==> config.mk <==
export PLATFORM = sky130hd
export DESIGN_NAME = gray_seq_ctrl_flat
export DESIGN_NICKNAME = d
export VERILOG_FILES = /design/src/rtl/gray_seq_ctrl_if.sv /design/src/rtl/gray_seq_ctrl.sv /design/src/flat_wrapper.sv
export SDC_FILE = /design/constraint.sdc
export NUM_CORES = 1
export LEC_CHECK = 0
export ABC_CLOCK_PERIOD_IN_PS = 800
export CELL_PAD_IN_SITES_DETAIL_PLACEMENT = 0
export CELL_PAD_IN_SITES_GLOBAL_PLACEMENT = 2
export CORE_MARGIN = 5
export CORE_UTILIZATION = 30
export CTS_BUF_LIST = sky130_fd_sc_hd__clkbuf_8
export DETAILED_ROUTE_END_ITERATION = 7
export GPL_TIMING_DRIVEN = 1
export HOLD_SLACK_MARGIN = 0.03
export PLACE_DENSITY = 0.83
export SYNTH_ARGS = -nofsm -noshare
export SYNTH_HDL_FRONTEND = slang
export SYNTH_SLANG_ARGS = --single-unit
export TNS_END_PERCENT = 5
==> constraint.sdc <==
create_clock -name clk -period 0.8 [get_ports clk]
set_input_delay 0.08 -clock clk [delete_from_list [all_inputs] [get_ports clk]]
set_output_delay 0.08 -clock clk [all_outputs]
set_load 0.1 [all_outputs]
==> src/rtl/gray_seq_ctrl_if.sv <==
`default_nettype none
//------------------------------------------------------------------------------
// Module   : gray_seq_ctrl_if
// Brief    : Control/handshake bundle for gray_seq_ctrl (master = stimulus side,
//            slave = sequencer).
// Revision : 1.0 - initial release
//------------------------------------------------------------------------------
interface gray_seq_ctrl_if #(
    parameter int WIDTH = 4
);
    logic             start;
    logic             stop;
    logic             dir;
    logic [WIDTH-1:0] load_val;
    logic [WIDTH-1:0] limit;
    logic             out_ready;
    logic             out_valid;
    logic [WIDTH-1:0] bin;
    logic [WIDTH-1:0] gray;
    logic             busy;
    logic             done;

    modport master (
        output start, stop, dir, load_val, limit, out_ready,
        input  out_valid, bin, gray, busy, done
    );

    modport slave (
        input  start, stop, dir, load_val, limit, out_ready,
        output out_valid, bin, gray, busy, done
    );
endinterface
`default_nettype wire

==> src/rtl/gray_seq_ctrl.sv <==
`default_nettype none
//------------------------------------------------------------------------------
// Module   : gray_seq_ctrl
// Brief    : Binary/Gray sequence generator with valid/ready output handshake.
//            Define GRAY_SEQ_WRAP_EN to restart from load_val at the limit
//            instead of terminating through DONE.
// Revision : 1.0 - initial release
//------------------------------------------------------------------------------
module gray_seq_ctrl #(
    parameter int WIDTH = 4
) (
    input  wire logic        clk,
    input  wire logic        rst_n,
    gray_seq_ctrl_if.slave   bus
);
    typedef enum logic [1:0] {
        S_IDLE = 2'd0,
        S_RUN  = 2'd1,
        S_DONE = 2'd2
    } state_t;

    localparam logic [WIDTH-1:0] c_one = {{(WIDTH-1){1'b0}}, 1'b1};

    state_t           r_state;
    logic [1:0]       r_rst_sync;
    logic [WIDTH-1:0] r_bin;
    logic [WIDTH-1:0] r_limit;
    logic             r_dir;
    logic             r_out_valid;
    logic             r_busy;
    logic             r_done;
`ifdef GRAY_SEQ_WRAP_EN
    logic [WIDTH-1:0] r_load;
`endif

    logic             w_rst_n;
    logic             w_accept;
    logic             w_at_limit;
    logic [WIDTH-1:0] w_bin_next;
    logic [WIDTH-1:0] w_gray;

    // Reset asserts asynchronously, releases on a clock edge.
    always_ff @(posedge clk or negedge rst_n) begin
        if (!rst_n) begin
            r_rst_sync <= 2'b00;
        end else begin
            r_rst_sync <= {r_rst_sync[0], 1'b1};
        end
    end

    assign w_rst_n    = r_rst_sync[1];
    assign w_accept   = r_out_valid & bus.out_ready;
    assign w_at_limit = (r_bin == r_limit);
    assign w_bin_next = r_dir ? (r_bin - c_one) : (r_bin + c_one);
    assign w_gray     = r_bin ^ (r_bin >> 1);

    always_ff @(posedge clk or negedge w_rst_n) begin
        if (!w_rst_n) begin
            r_state     <= S_IDLE;
            r_bin       <= '0;
            r_limit     <= '0;
            r_dir       <= 1'b0;
            r_out_valid <= 1'b0;
            r_busy      <= 1'b0;
            r_done      <= 1'b0;
`ifdef GRAY_SEQ_WRAP_EN
            r_load      <= '0;
`endif
        end else begin
            r_done <= 1'b0;
            case (r_state)
                S_IDLE: begin
                    if (bus.start) begin
                        r_state     <= S_RUN;
                        r_bin       <= bus.load_val;
                        r_limit     <= bus.limit;
                        r_dir       <= bus.dir;
                        r_out_valid <= 1'b1;
                        r_busy      <= 1'b1;
`ifdef GRAY_SEQ_WRAP_EN
                        r_load      <= bus.load_val;
`endif
                    end
                end
                S_RUN: begin
                    // Abort wins over a beat offered in the same cycle.
                    if (bus.stop) begin
                        r_state     <= S_IDLE;
                        r_out_valid <= 1'b0;
                        r_busy      <= 1'b0;
                    end else if (w_accept) begin
                        if (w_at_limit) begin
`ifdef GRAY_SEQ_WRAP_EN
                            r_bin       <= r_load;
                            r_done      <= 1'b1;
`else
                            r_state     <= S_DONE;
                            r_out_valid <= 1'b0;
                            r_done      <= 1'b1;
`endif
                        end else begin
                            r_bin <= w_bin_next;
                        end
                    end
                end
                S_DONE: begin
                    r_state <= S_IDLE;
                    r_busy  <= 1'b0;
                end
                default: begin
                    r_state     <= S_IDLE;
                    r_out_valid <= 1'b0;
                    r_busy      <= 1'b0;
                end
            endcase
        end
    end

    assign bus.out_valid = r_out_valid;
    assign bus.bin       = r_bin;
    assign bus.gray      = w_gray;
    assign bus.busy      = r_busy;
    assign bus.done      = r_done;
endmodule
`default_nettype wire

==> src/flat_wrapper.sv <==
// flat-port wrapper written by rule: the top's interface ports become plain ports
module gray_seq_ctrl_flat 
#(
    parameter int WIDTH = 4
)
  (clk, rst_n, bus_start, bus_stop, bus_dir, bus_load_val, bus_limit, bus_out_ready, bus_out_valid, bus_bin, bus_gray, bus_busy, bus_done);
  gray_seq_ctrl_if #(.WIDTH(WIDTH)) bus_i ();
  input  wire logic clk;
  input  wire logic rst_n;
  input wire logic [$bits(bus_i.start)-1:0] bus_start;
  input wire logic [$bits(bus_i.stop)-1:0] bus_stop;
  input wire logic [$bits(bus_i.dir)-1:0] bus_dir;
  input wire logic [$bits(bus_i.load_val)-1:0] bus_load_val;
  input wire logic [$bits(bus_i.limit)-1:0] bus_limit;
  input wire logic [$bits(bus_i.out_ready)-1:0] bus_out_ready;
  output wire logic [$bits(bus_i.out_valid)-1:0] bus_out_valid;
  output wire logic [$bits(bus_i.bin)-1:0] bus_bin;
  output wire logic [$bits(bus_i.gray)-1:0] bus_gray;
  output wire logic [$bits(bus_i.busy)-1:0] bus_busy;
  output wire logic [$bits(bus_i.done)-1:0] bus_done;
  assign bus_i.start = bus_start;
  assign bus_i.stop = bus_stop;
  assign bus_i.dir = bus_dir;
  assign bus_i.load_val = bus_load_val;
  assign bus_i.limit = bus_limit;
  assign bus_i.out_ready = bus_out_ready;
  assign bus_out_valid = bus_i.out_valid;
  assign bus_bin = bus_i.bin;
  assign bus_gray = bus_i.gray;
  assign bus_busy = bus_i.busy;
  assign bus_done = bus_i.done;
  gray_seq_ctrl #(.WIDTH(WIDTH)) u_core (.clk(clk), .rst_n(rst_n), .bus(bus_i));
endmodule
# Yosys cells after proc, flatten, opt, wreduce, memory -nomap -nowiden
# Index checks and enable logic that the tools add are counted.
# classes
add_sub_neg	2
n_mul	0
div	0
n_lt_le_gt_ge	0
n_eq_ne	10
shift	0
n_mux	22
n_bitwise	3
n_reduce_logical	7
# ops
op	count
$mux 4	5
$mux 1	9
$mux 2	4
$ne 2x2->1 const B	4
$pmux 4 s2	1
$ne 3x2->1 const B	2
$reduce_and 5->1	1
$add 4x1->4 const B	1
$eq 4x4->1	1
$pmux 2 s2	1
$reduce_and 2->1	2
$reduce_and 4->1	1
$sub 4x1->4 const B	1
$xor 4x3->4	1
$pmux 1 s3	1
$reduce_and 3->1	1
$eq 2x1->1 const B	1
$eq 2x2->1 const B	1
$logic_not 2->1	1
$ne 2x1->1 const B	1
$pmux 1 s2	1
$reduce_bool 2->1	1
$and 1x1->1	1
$not 1->1	1
# totals
register_bits	16
latchBits	0
mem_bits_rw	0
rom_bits	0
out_inout_bits	11
word_cells	52
memories	0

# Depth between registers and ports, before layout
# logic_depth
word_depth	6
mapped_depth	7

# Least setup slack after synthesis
# OpenSTA, ideal clock, no wires.
# synth_timing
path_type	flip-flop to output port
from	reg u_core.r_bin[1] (netlist: u_core.bus.bin[1])
to	out bus_gray[0]
arrival_time_ns	2.594
required_time_ns	0.720
path_slack_ns	-1.874
path_stages_with_launch	3
n_path_buf	1
cell_sequence	dfrtp_1 buf_6 xor2_1
# synth_via
elab_chain_cells	1
# synth_rtl
element	line	text
from (decl)	gray_seq_ctrl.sv:26	logic [WIDTH-1:0] r_bin;
from (signal assigned)	gray_seq_ctrl.sv:75	r_bin <= bus.load_val;
from (signal assigned)	gray_seq_ctrl.sv:102	r_bin <= w_bin_next;
$xor 4x3->4	gray_seq_ctrl.sv:55	assign w_gray = r_bin ^ (r_bin >> 1);
to (decl)	flat_wrapper.sv:18	output wire logic [$bits(bus_i.gray)-1:0] bus_gray;
# Every way passes these cells.

# Worst setup path in the final report
# layout_timing
from	reg u_core.r_bin[1] (netlist: u_core.bus.bin[1])
to	reg u_core.r_bin[3] (netlist: u_core.bus.bin[3])
# layout_via
elab_chain_cells	6
# layout_rtl
element	line	text
$add 4x1->4 / $sub 4x1->4 (equally long branches)	gray_seq_ctrl.sv:54	assign w_bin_next = r_dir ? (r_bin - c_one) : (r_bin + c_one);
$mux 4	gray_seq_ctrl.sv:54	
$mux 4	gray_seq_ctrl.sv:92	if (w_at_limit) begin
$mux 4	gray_seq_ctrl.sv:91	end else if (w_accept) begin
$mux 4	gray_seq_ctrl.sv:87	if (bus.stop) begin
$pmux 4 s2	gray_seq_ctrl.sv:71	case (r_state)
# Several ways; a longest one is shown, not always the timed one. The select of a mux whose other input is x is not followed.
# A chain may end at the register's enable or synchronous reset.

==> results.ini <==
[outcome]
status = finished, violations left
violations = negative setup slack

[global_routing]
grt_max_degree = 15
antenna_found_initial = 0
overflow = 0
track_usage = 0.115
grt_pass1_wl_mm = 3.77
grt_pass1_vias = 833

[job]
drv_cap = 0

[clock_tree]
cts-htree-levels = 1
cts.path.max_buffers = 2
post_cts_buffers = 0
path_clk_slew_ns = 0.06
clk_latency_ns = 0.25
clockRootBuffer = clkbuf_8
cts_tree = done
clock-sinks = 16
cts_inserted_buffers = 3

[timing]
skew_ns = 0.00167
tns_ns = -12.10
rsz0062_at_grt = yes
fmax_mhz = 648
setup_viol = 25
finalHoldViolations = 0
fin_crit_ns = 1.54
fin_crit_sh = 1.93
slew_violations = 0
layout_setup_ws_ns = -0.744
fin_hold_ws_ns = 0.171

[placement]
portBuffers = 24
place.gp.congestion = 0.796
hpwl_mm = 1.65

[yosys]
synthesis.area_um2 = 877
yosysMostFrequentCell = dfrtp_1
avgSynthCellArea_um2 = 11.1
synthCells = 79
yosys.area.top_type = dfrtp_1
synth.distinct_cells = 25
synth_edf_count = 0
ys_seq_elements = 16
async_flop_share = 1.00
yosys.area.top_type_share = 0.456
synth.area.top_cells = dfrtp_1 (46%), xnor2_2 (5.6%), mux2_2 (5.1%), xor2_1 (4.0%), a21oi_1 (3.4%)
yosys_most_used_dff = dfrtp_1
synthesis.nets = 96
ys_seq_area_frac = 0.456
synthTopCellsByCount = dfrtp_1 (16), a21oi_1 (6), nand2_1 (6), nor2_1 (6), o21ai_0 (6)
ys_warn_count = 0

[final_layout]
register_area_um2 = 415
layout.nets = 140
fillCellCount = 245
synthToLayoutAreaGrowth_pct = 85.4
antennaDiodeCount = 0
drive_gt1_frac = 0.475
multiInputGateArea_um2 = 583

[detailed_routing]
top_layer = met4
vias = 700
via_per_inst = 4.58
wl_met3_um = 104
wl_met2_mm = 1.13
drt_iter0_drc = 10
final_antenna_net_count = 0
drt-pass1-iter-count = 4
routed_wl_mm = 2.14
wl_per_cell_um = 14.0
drc = 0
wl_met1_um = 879

[setup_path]
cpPeakStageDelay_ns = 0.49
crit_chain = ha_4 > a21o_1 > a21oi_2 > xnor2_2 > a21oi_2 > o22a_1
startpoint_type = flip-flop
crit_buf_inv = 0
required_ns = 0.94
cp-end-kind = flip-flop
crit_path_top_delay_cell = dfrtp_4
criticalPathCategory = reg2reg
path_max_fanout = 2
critical_path_arrival_ns = 1.68
critPathTopFamily = compound AO/OA/AOI/OAI gates
cp_common_cell = a21oi_2

[floorplan]
io_pins = 25
die_x_um = 64.1
initial_core_util = 0.315
fp-row-count = 19
die_h_um = 64.1
core_area_mm2 = 0.00278
die_area_mm2 = 0.00410

[hold_path]
min_path_type = reg2async

==> area by class of cell <==
type	count	area share
Clock buffer	3	0.0254
Clock inverter	1	0.00231
Inverter	4	0.00923
Multi-Input combinational cell	55	0.358
Sequential cell	16	0.255
Tap cell	31	0.0238
Timing Repair Buffer	43	0.325
==> state kept, by name, summed over array words and instances, names as in the netlist <==
name	cells
u_core.bus.bin	4
u_core.r_limit	4
u_core.r_rst_sync	2
u_core.r_state	2
u_core.bus.busy	1
u_core.bus.done	1
u_core.bus.out_valid	1
u_core.r_dir	1
==> placed cells by master, fill, tap and decap left out, drive strengths merged <==
cell type / netlist / routed
clkdlybuf4s50: 0 / 13
a41oi: 1 / 1
a21o: 1 / 1
inv: 4 / 5
ha: 2 / 2
dfrtp: 16 / 16
fa: 1 / 1
nor2: 6 / 6
o22a: 2 / 2
nor2b: 3 / 3
nor4: 2 / 2
nand2b: 2 / 2
nand4: 1 / 1
dlygate4sd3: 0 / 1
buf: 4 / 29
clkbuf: 0 / 3
a21oi: 7 / 7
mux2: 4 / 4
conb: 1 / 1
o22ai: 1 / 1
o21ai: 6 / 6
xnor2: 5 / 5
xor2: 4 / 4
nand2: 6 / 6
==> worst paths after layout <==
check / startpoint / to / slack (ns) / cells after the start
worst max-delay path: u_core.bus.bin[1]$_DFFE_PN0P_ / u_core.bus.bin[3]$_DFFE_PN0P_ / -0.74 / 6
worst min-delay path: u_core.r_rst_sync[1]$_DFF_PN0_ / u_core.r_limit[2]$_DFFE_PN0P_ / 0.17 / 1
worst max register to register: u_core.bus.bin[1]$_DFFE_PN0P_ / u_core.bus.bin[3]$_DFFE_PN0P_ / -0.74 / 6
worst min register to register: u_core.r_rst_sync[1]$_DFF_PN0_ / u_core.r_limit[2]$_DFFE_PN0P_ / 0.17 / 1
max in group asynchronous: rst_n / u_core.r_rst_sync[0]$_DFF_PN0_ / 0.17 / 2
min in group clk: u_core.r_rst_sync[0]$_DFF_PN0_ / u_core.r_rst_sync[1]$_DFF_PN0_ / 0.36 / 0
==> per-stage QoR <==
step / util / setup slack, ns / instance area [µm²] / std cells
floorplan: - / -0.899 / 1000 / 79
global placement: 0.534 / -0.744 / 1490 / 148
detailed placement: 0.534 / -0.762 / 1490 / 148
CTS: 0.579 / -0.772 / 1610 / 153
global route: 0.585 / -0.815 / 1630 / 153
finish: 0.585 / -0.744 / 1630 / 153
==> metal layers <==
layer / global-route usage / up-vias
met2: 0.200 / 19
met1: 0.138 / 332
met4: 0.0468 / 0
met5: 0 / -
li1: - / 345
met3: 0.0245 / 4
==> worst register-to-register path, cell delays in order, from the launching register on <==
cell and delay (ns):
dfrtp_4 0.49, ha_4 0.21, a21o_1 0.16, a21oi_2 0.16, xnor2_2 0.15, a21oi_2 0.07
o22a_1 0.20
==> repair_timing <==
action | 4_1_cts | 5_1_grt
pin swaps | 5 | 2
resized for setup | 16 | 4
endpoints found under the hold margin | 2 | 0
endpoints found under the setup margin | 24 | 25
hold buffers | 1 | 0
==> cell families after synthesis <==
family / synth area share
AO/OA/AOI/OAI: 0.146
XOR/XNOR: 0.116
adder cells (fa/ha/maj): 0.0514
buffers and inverters: 0.0499
flip-flops: 0.456
multiplexers: 0.0514
other: 0.00428
AND/OR/NAND/NOR: 0.126
Power is not shown: default switching activity piles up to over one toggle a cycle in this logic, so the estimate is an artifact.
